`config.mk`:
```
export PLATFORM = sky130hd
export DESIGN_NAME = hazard_control_unit
export DESIGN_NICKNAME = d
export VERILOG_FILES = /design/src/rtl/hazard_control_unit.sv
export SDC_FILE = /design/constraint.sdc
export NUM_CORES = 1
export LEC_CHECK = 0
export CORE_MARGIN = 3
export CORE_UTILIZATION = 33
export CTS_CLUSTER_DIAMETER = 120
export DETAILED_ROUTE_END_ITERATION = 12
export PLACE_DENSITY = 0.76
export SLEW_MARGIN = 30
export SYNTH_ARGS = -nofsm -noshare
export SYNTH_HDL_FRONTEND = slang
export SYNTH_SLANG_ARGS = --single-unit
```
`constraint.sdc`:
```
create_clock -name clk -period 1.3 [get_ports clk]
set_input_delay 0.195 -clock clk [delete_from_list [all_inputs] [get_ports clk]]
set_output_delay 0.195 -clock clk [all_outputs]
set_load 0.02 [all_outputs]
```
`src/rtl/hazard_control_unit.sv`:
```
// Hazard controller for the 5-stage core: operand forwarding, load-use bubble, branch flush, memory-wait hold.
// Optional performance counters are built when HCU_PERF_CNT_EN is defined.
module hazard_control_unit #(
    parameter int REG_W = 4,
    parameter int CNT_W = 16
) (
    input  logic             clk,
    input  logic             rst_n,
    input  logic [REG_W-1:0] id_rn,
    input  logic [REG_W-1:0] id_rm,
    input  logic [REG_W-1:0] id_rd,
    input  logic             id_use_rn,
    input  logic             id_use_rm,
    input  logic             id_use_rd,
    input  logic [REG_W-1:0] ex_rd,
    input  logic [REG_W-1:0] mem_rd,
    input  logic [REG_W-1:0] wb_rd,
    input  logic             ex_wr,
    input  logic             mem_wr,
    input  logic             wb_wr,
    input  logic             ex_is_load,
    input  logic             branch_taken,
    input  logic             mem_wait,
    output logic [1:0]       fwd_a,
    output logic [1:0]       fwd_b,
    output logic [1:0]       fwd_c,
    output logic             cu_mux_select,
    output logic             pc_enable,
    output logic             if_id_enable,
    output logic             if_id_flush,
    output logic             pipe_hold
`ifdef HCU_PERF_CNT_EN
    ,
    output logic [CNT_W-1:0] stall_count,
    output logic [CNT_W-1:0] flush_count
`endif
);

    localparam logic [REG_W-1:0] PC_IDX = REG_W'(15);

    typedef enum logic [1:0] {
        RUN       = 2'd0,
        LU_BUBBLE = 2'd1,
        HOLD      = 2'd2
    } state_t;

    state_t state;
    state_t saved;
    state_t eff;

    logic [1:0] fa, fb, fc;
    logic [2:0] src_hit;
    logic       lu_hazard;
    logic       mux, pc, ifid, flush, hold, bubble;

    // Youngest producer wins; the PC is read directly and never forwarded.
    function automatic logic [1:0] fwd_sel(
        input logic             use_src,
        input logic [REG_W-1:0] src,
        input logic [REG_W-1:0] e_rd,
        input logic             e_wr,
        input logic [REG_W-1:0] m_rd,
        input logic             m_wr,
        input logic [REG_W-1:0] w_rd,
        input logic             w_wr
    );
        logic [1:0] sel;
        sel = 2'b00;
        if (use_src && src != PC_IDX) begin
            if (e_wr && src == e_rd)      sel = 2'b01;
            else if (m_wr && src == m_rd) sel = 2'b10;
            else if (w_wr && src == w_rd) sel = 2'b11;
        end
        return sel;
    endfunction

    assign fa = fwd_sel(id_use_rn, id_rn, ex_rd, ex_wr, mem_rd, mem_wr, wb_rd, wb_wr);
    assign fb = fwd_sel(id_use_rm, id_rm, ex_rd, ex_wr, mem_rd, mem_wr, wb_rd, wb_wr);
    assign fc = fwd_sel(id_use_rd, id_rd, ex_rd, ex_wr, mem_rd, mem_wr, wb_rd, wb_wr);

    assign src_hit[0] = id_use_rn && id_rn == ex_rd && id_rn != PC_IDX;
    assign src_hit[1] = id_use_rm && id_rm == ex_rd && id_rm != PC_IDX;
    assign src_hit[2] = id_use_rd && id_rd == ex_rd && id_rd != PC_IDX;
    assign lu_hazard  = ex_is_load && ex_wr && (|src_hit);

    // Once mem_wait drops, behave exactly as the state that was interrupted.
    assign eff = (state == HOLD) ? saved : state;

    always_comb begin
        mux    = 1'b1;
        pc     = 1'b1;
        ifid   = 1'b1;
        flush  = 1'b0;
        hold   = 1'b0;
        bubble = 1'b0;
        if (mem_wait) begin
            hold = 1'b1;
            pc   = 1'b0;
            ifid = 1'b0;
        end else if (branch_taken) begin
            flush = 1'b1;
            mux   = 1'b0;
        end else if (eff == RUN && lu_hazard) begin
            mux    = 1'b0;
            pc     = 1'b0;
            ifid   = 1'b0;
            bubble = 1'b1;
        end
    end

    // Reset forces the pass-through values straight away, independent of the clock.
    assign fwd_a         = rst_n ? fa : 2'b00;
    assign fwd_b         = rst_n ? fb : 2'b00;
    assign fwd_c         = rst_n ? fc : 2'b00;
    assign cu_mux_select = !rst_n || mux;
    assign pc_enable     = !rst_n || pc;
    assign if_id_enable  = !rst_n || ifid;
    assign if_id_flush   = rst_n && flush;
    assign pipe_hold     = rst_n && hold;

    always_ff @(posedge clk or negedge rst_n) begin
        if (!rst_n) begin
            state <= RUN;
            saved <= RUN;
        end else if (mem_wait) begin
            state <= HOLD;
            saved <= eff;
        end else begin
            saved <= RUN;
            state <= bubble ? LU_BUBBLE : RUN;
        end
    end

`ifdef HCU_PERF_CNT_EN
    always_ff @(posedge clk or negedge rst_n) begin
        if (!rst_n) begin
            stall_count <= '0;
            flush_count <= '0;
        end else begin
            if (bubble && stall_count != {CNT_W{1'b1}})
                stall_count <= stall_count + CNT_W'(1);
            if (!mem_wait && branch_taken && flush_count != {CNT_W{1'b1}})
                flush_count <= flush_count + CNT_W'(1);
        end
    end
`endif

endmodule

```
==> results of run 1 <==
-- worst reg2reg max path: stages (launching register included) --
cell and delay (ns):
sky130_fd_sc_hd__dfrtp_1 0.39, sky130_fd_sc_hd__o21ai_0 0.24, sky130_fd_sc_hd__nand4b_1 0.21, sky130_fd_sc_hd__a21oi_2 0.18, sky130_fd_sc_hd__buf_4 0.13, sky130_fd_sc_hd__nor3b_2 0.15
-- what timing repair did --
| item | 4_1_cts | 5_1_grt |
|---|---|---|
| setup endpoints to repair | 12 | 10 |
| pin swaps | 21 | 21 |
| hold buffers | 1 | 0 |
| buffers inserted | 6 | 4 |
| gates resized for setup | 206 | 46 |
| hold endpoints to repair | 1 | 0 |
-- path summary, 6_finish.rpt --
| kind | slack, ns | depth (start not counted) | end | from |
|---|---|---|---|---|
| worst max register to register | -0.09 | 5 | state[0]$_DFF_PN0_ | saved[0]$_DFF_PN0_ |
| worst min-delay path | 0.12 | 3 | state[1]$_DFF_PN0_ | rst_n |
| worst max-delay path | -0.54 | 6 | pc_enable | saved[0]$_DFF_PN0_ |
| worst min register to register | 0.56 | 1 | saved[1]$_DFF_PN0_ | saved[1]$_DFF_PN0_ |
| min in group clk | 0.56 | 1 | saved[1]$_DFF_PN0_ | saved[1]$_DFF_PN0_ |
| max in group asynchronous | 0.63 | 3 | saved[1]$_DFF_PN0_ | rst_n |
-- final cells by class --
class,instances,area share
clock buffers,3,0.01282
inverters,3,0.006410
multi-input cells,83,0.5157
flip-flops and latches,4,0.05698
well taps,27,0.01923
repair buffers,72,0.3889
-- cell families (layout without fill, tap and decap cells) --
logic type / Yosys count / after routing
flops: 4 / 4
xor+xnor: 36 / 36
buf+inv: 4 / 78
simple gates: 32 / 32
compound gates: 15 / 15
-- cells in the mapped netlist --
library cell	count
sky130_fd_sc_hd__a211oi_1	3
sky130_fd_sc_hd__nor4_2	3
sky130_fd_sc_hd__o211a_1	1
sky130_fd_sc_hd__dfrtp_1	4
sky130_fd_sc_hd__a21oi_2	1
sky130_fd_sc_hd__nor3b_2	1
sky130_fd_sc_hd__a31oi_1	1
sky130_fd_sc_hd__and2_1	2
sky130_fd_sc_hd__a22oi_1	3
sky130_fd_sc_hd__nand4_1	1
sky130_fd_sc_hd__nand3_1	4
sky130_fd_sc_hd__a21oi_1	1
sky130_fd_sc_hd__nor2b_1	5
sky130_fd_sc_hd__nor3_1	3
sky130_fd_sc_hd__o21ai_0	2
sky130_fd_sc_hd__a41oi_1	2
sky130_fd_sc_hd__xor2_1	30
sky130_fd_sc_hd__buf_4	1
sky130_fd_sc_hd__nor2_1	3
sky130_fd_sc_hd__nor4_1	3
sky130_fd_sc_hd__inv_1	3
sky130_fd_sc_hd__nand2_1	6
sky130_fd_sc_hd__xnor2_1	6
sky130_fd_sc_hd__a32oi_1	1
sky130_fd_sc_hd__nand4b_1	1
-- flip-flops by register name (all words and copies together), names as in the netlist --
name / flops
saved: 2
state: 2
-- report_power, final --
| part | internal [mW] | leakage, nW | switching, mW |
|---|---|---|---|
| logic | 0.274 | 0.681 | 0.268 |
| registers | 0.127 | 0.0535 | 0.00217 |
| clock network | 0.104 | 0.0138 | 0.0682 |
| total | 0.506 | 0.748 | 0.339 |
-- stage by stage --
stage	setup TNS, ns	hold slack [ns]
6_report	-3.397	0.1165
5_1_grt	-3.928	0.1266
4_1_cts	-2.666	0.1141
3_5_place_dp	-12.15	0.5070
3_3_place_gp	-11.88	0.5024
2_1_floorplan	-0.8141	-0.1006
-- routing by layer --
metal	GRT usage	up-vias	part of all wire
met5	0	-	0
met1	0.3019	499	0.40
met4	0.02979	0	0.033
met3	0.04507	13	0.036
met2	0.4061	38	0.53
li1	-	466	-
==> results_dict.tcl, run 1 <==
set metrics [dict create \
    number_of_antenna_violations_at_the_first_check_in_global_routing 0 \
    worst-setup-path-type "flip-flop to primary output" \
    syn_area_per_cell_um2 8.153 \
    final_min_period_over_clock_period 1.413 \
    via_count_of_the_first_global_routing_pass 983 \
    hp-class "primary input to asynchronous set/reset pin" \
    layout.core_utilization 0.8603 \
    dp_hpwl_um 2260 \
    max_slew.worst_pin.slew_ns 0.3487 \
    adder_cell_share_of_the_synthesized_area 0 \
    rsz0062_at_grt "yes" \
    clk_pin_slew_ns 0.04 \
    die_area_mm2 0.002853 \
    yosys.area.top_type "sky130_fd_sc_hd__xor2_1" \
    critical_path_required_ns 1.11 \
    timing_max_transition_violations_final 0 \
    crit_path_max_fo 2 \
    crit_arrival_ns 1.64 \
    first_pass_iters 4 \
    total_power_mw 0.8447 \
    grt_first_pass_wirelength_um 4761 \
    synth_simple_gate_area_frac 0.2648 \
    core-area_mm2 0.002042 \
    numCtsBuffers 3 \
    rows 16 \
    critical-path-slowest-cell "sky130_fd_sc_hd__dfrtp_1" \
    ys_types 25 \
    most_frequent_standard_cell_in_the_layout_excluding_fill_and_tap_cells "sky130_fd_sc_hd__buf_4" \
    total_area_of_sequential_cells_um2 100.1 \
    share_of_final_layout_standard_cells_stronger_than_drive_strength_1 0.6242 \
    clk_lat_worst_skew_ns 0.25 \
    power_density_mw_per_mm2 480.9 \
    dpl_worst_slack_ns -1.200 \
    timing.fmax_mhz 544.3 \
    syn-instance-count 91 \
    post_drt_via_cell_ratio 5.292 \
    ant_nets 0 \
    cts_tree "built" \
    outcome "finished with violations" \
    dp_cells 179 \
    synth_top_family_by_area "XOR/XNOR gates" \
    area_growth_syn_to_layout_pct 136.8 \
    static-leakage-power_nw 0.7483 \
    boundaryPins 46 \
    initial_utilization 0.3634 \
    syn-num-nets 126 \
    grt_remaining_overflow 0 \
    worst-path-buf-inv 2 \
    synth_mux_area_frac 0 \
    grt_util_all_layers 0.2338 \
    dr.first_iter.drc_count 12 \
    synth_warnings 0 \
    multi_input_combinational_cell_area_um2 905.9 \
    drv.max_cap_violation_count 0 \
    register_bit_count_reported_by_yosys 4 \
    failed_checks "negative setup slack" \
    timing_hold_violations_final 0 \
    dr_total_vias 1016 \
    final_cell_area_mm2 0.001757 \
    dieHeight_um 53.42 \
    mostFrequentLayoutCells "sky130_fd_sc_hd__buf_4, sky130_fd_sc_hd__xor2_1, sky130_fd_sc_hd__buf_6, sky130_fd_sc_hd__buf_2" \
    drt-total-wl_um 4088 \
    detail_route.drc_violations 0 \
    crit_family "compound AO/OA/AOI/OAI gates" \
    critical_path.endpoint_type "primary output" \
    synth_xor_area_frac 0.4250 \
    synth.top_cell.area_share 0.3541 \
    nNetsFinal 202 \
    mappedNetlistArea_um2 742.0 \
    synth_compound_area_frac 0.1501 \
    timing.critical_path.slowest_cell_delay_ns 0.39 \
    stdcell_count 192 \
    grt_max_degree 7 \
    timing.final.setup_violations 10 \
    period_needed_ns 1.837 \
    final.setup.worst_slack_ns -0.5371 \
    dieWidth_um 53.42 \
    antennaDiodeCount 0 \
    cts-htree-levels 1 \
    cts_root_buf "sky130_fd_sc_hd__clkbuf_4" \
    fillers 106 \
    post_drt_wl_per_cell_um 21.29 \
    globalplace.congestion 0.8047 \
    yosysSeqAreaShare 0.1349 \
    setup.worst_path.start_class "flip-flop" \
    io_buffers 45 \
    cts_max_path_buffers 2 \
    tritoncts_num_sinks 4 \
    max_slew_margin 0.7656 \
    fin_skew_ns 0.007871 \
    post_synth_main_area_contributors "sky130_fd_sc_hd__xor2_1, sky130_fd_sc_hd__dfrtp_1, sky130_fd_sc_hd__xnor2_1" \
    placed_area_mm2 0.001374 \
    irDropWorstVdd_mv 0.3855 \
    timing.critical_path.cells "o21ai_0 -> nand4b_1 -> a21oi_2 -> buf_4 -> a31oi_4 -> buf_6" \
]
(Power assumes the default switching activity.)
==> run 2: changes to the inputs <==
--- a/config.mk
+++ b/config.mk
@@ -8,6 +8,7 @@
 export CORE_MARGIN = 3
 export CORE_UTILIZATION = 33
 export CTS_CLUSTER_DIAMETER = 120
+export CTS_CLUSTER_SIZE = 10
 export DETAILED_ROUTE_END_ITERATION = 12
 export PLACE_DENSITY = 0.76
 export SLEW_MARGIN = 30
==> results of run 2 <==
Same layout as run 1: the final DEF is identical, and so are final timing and power.
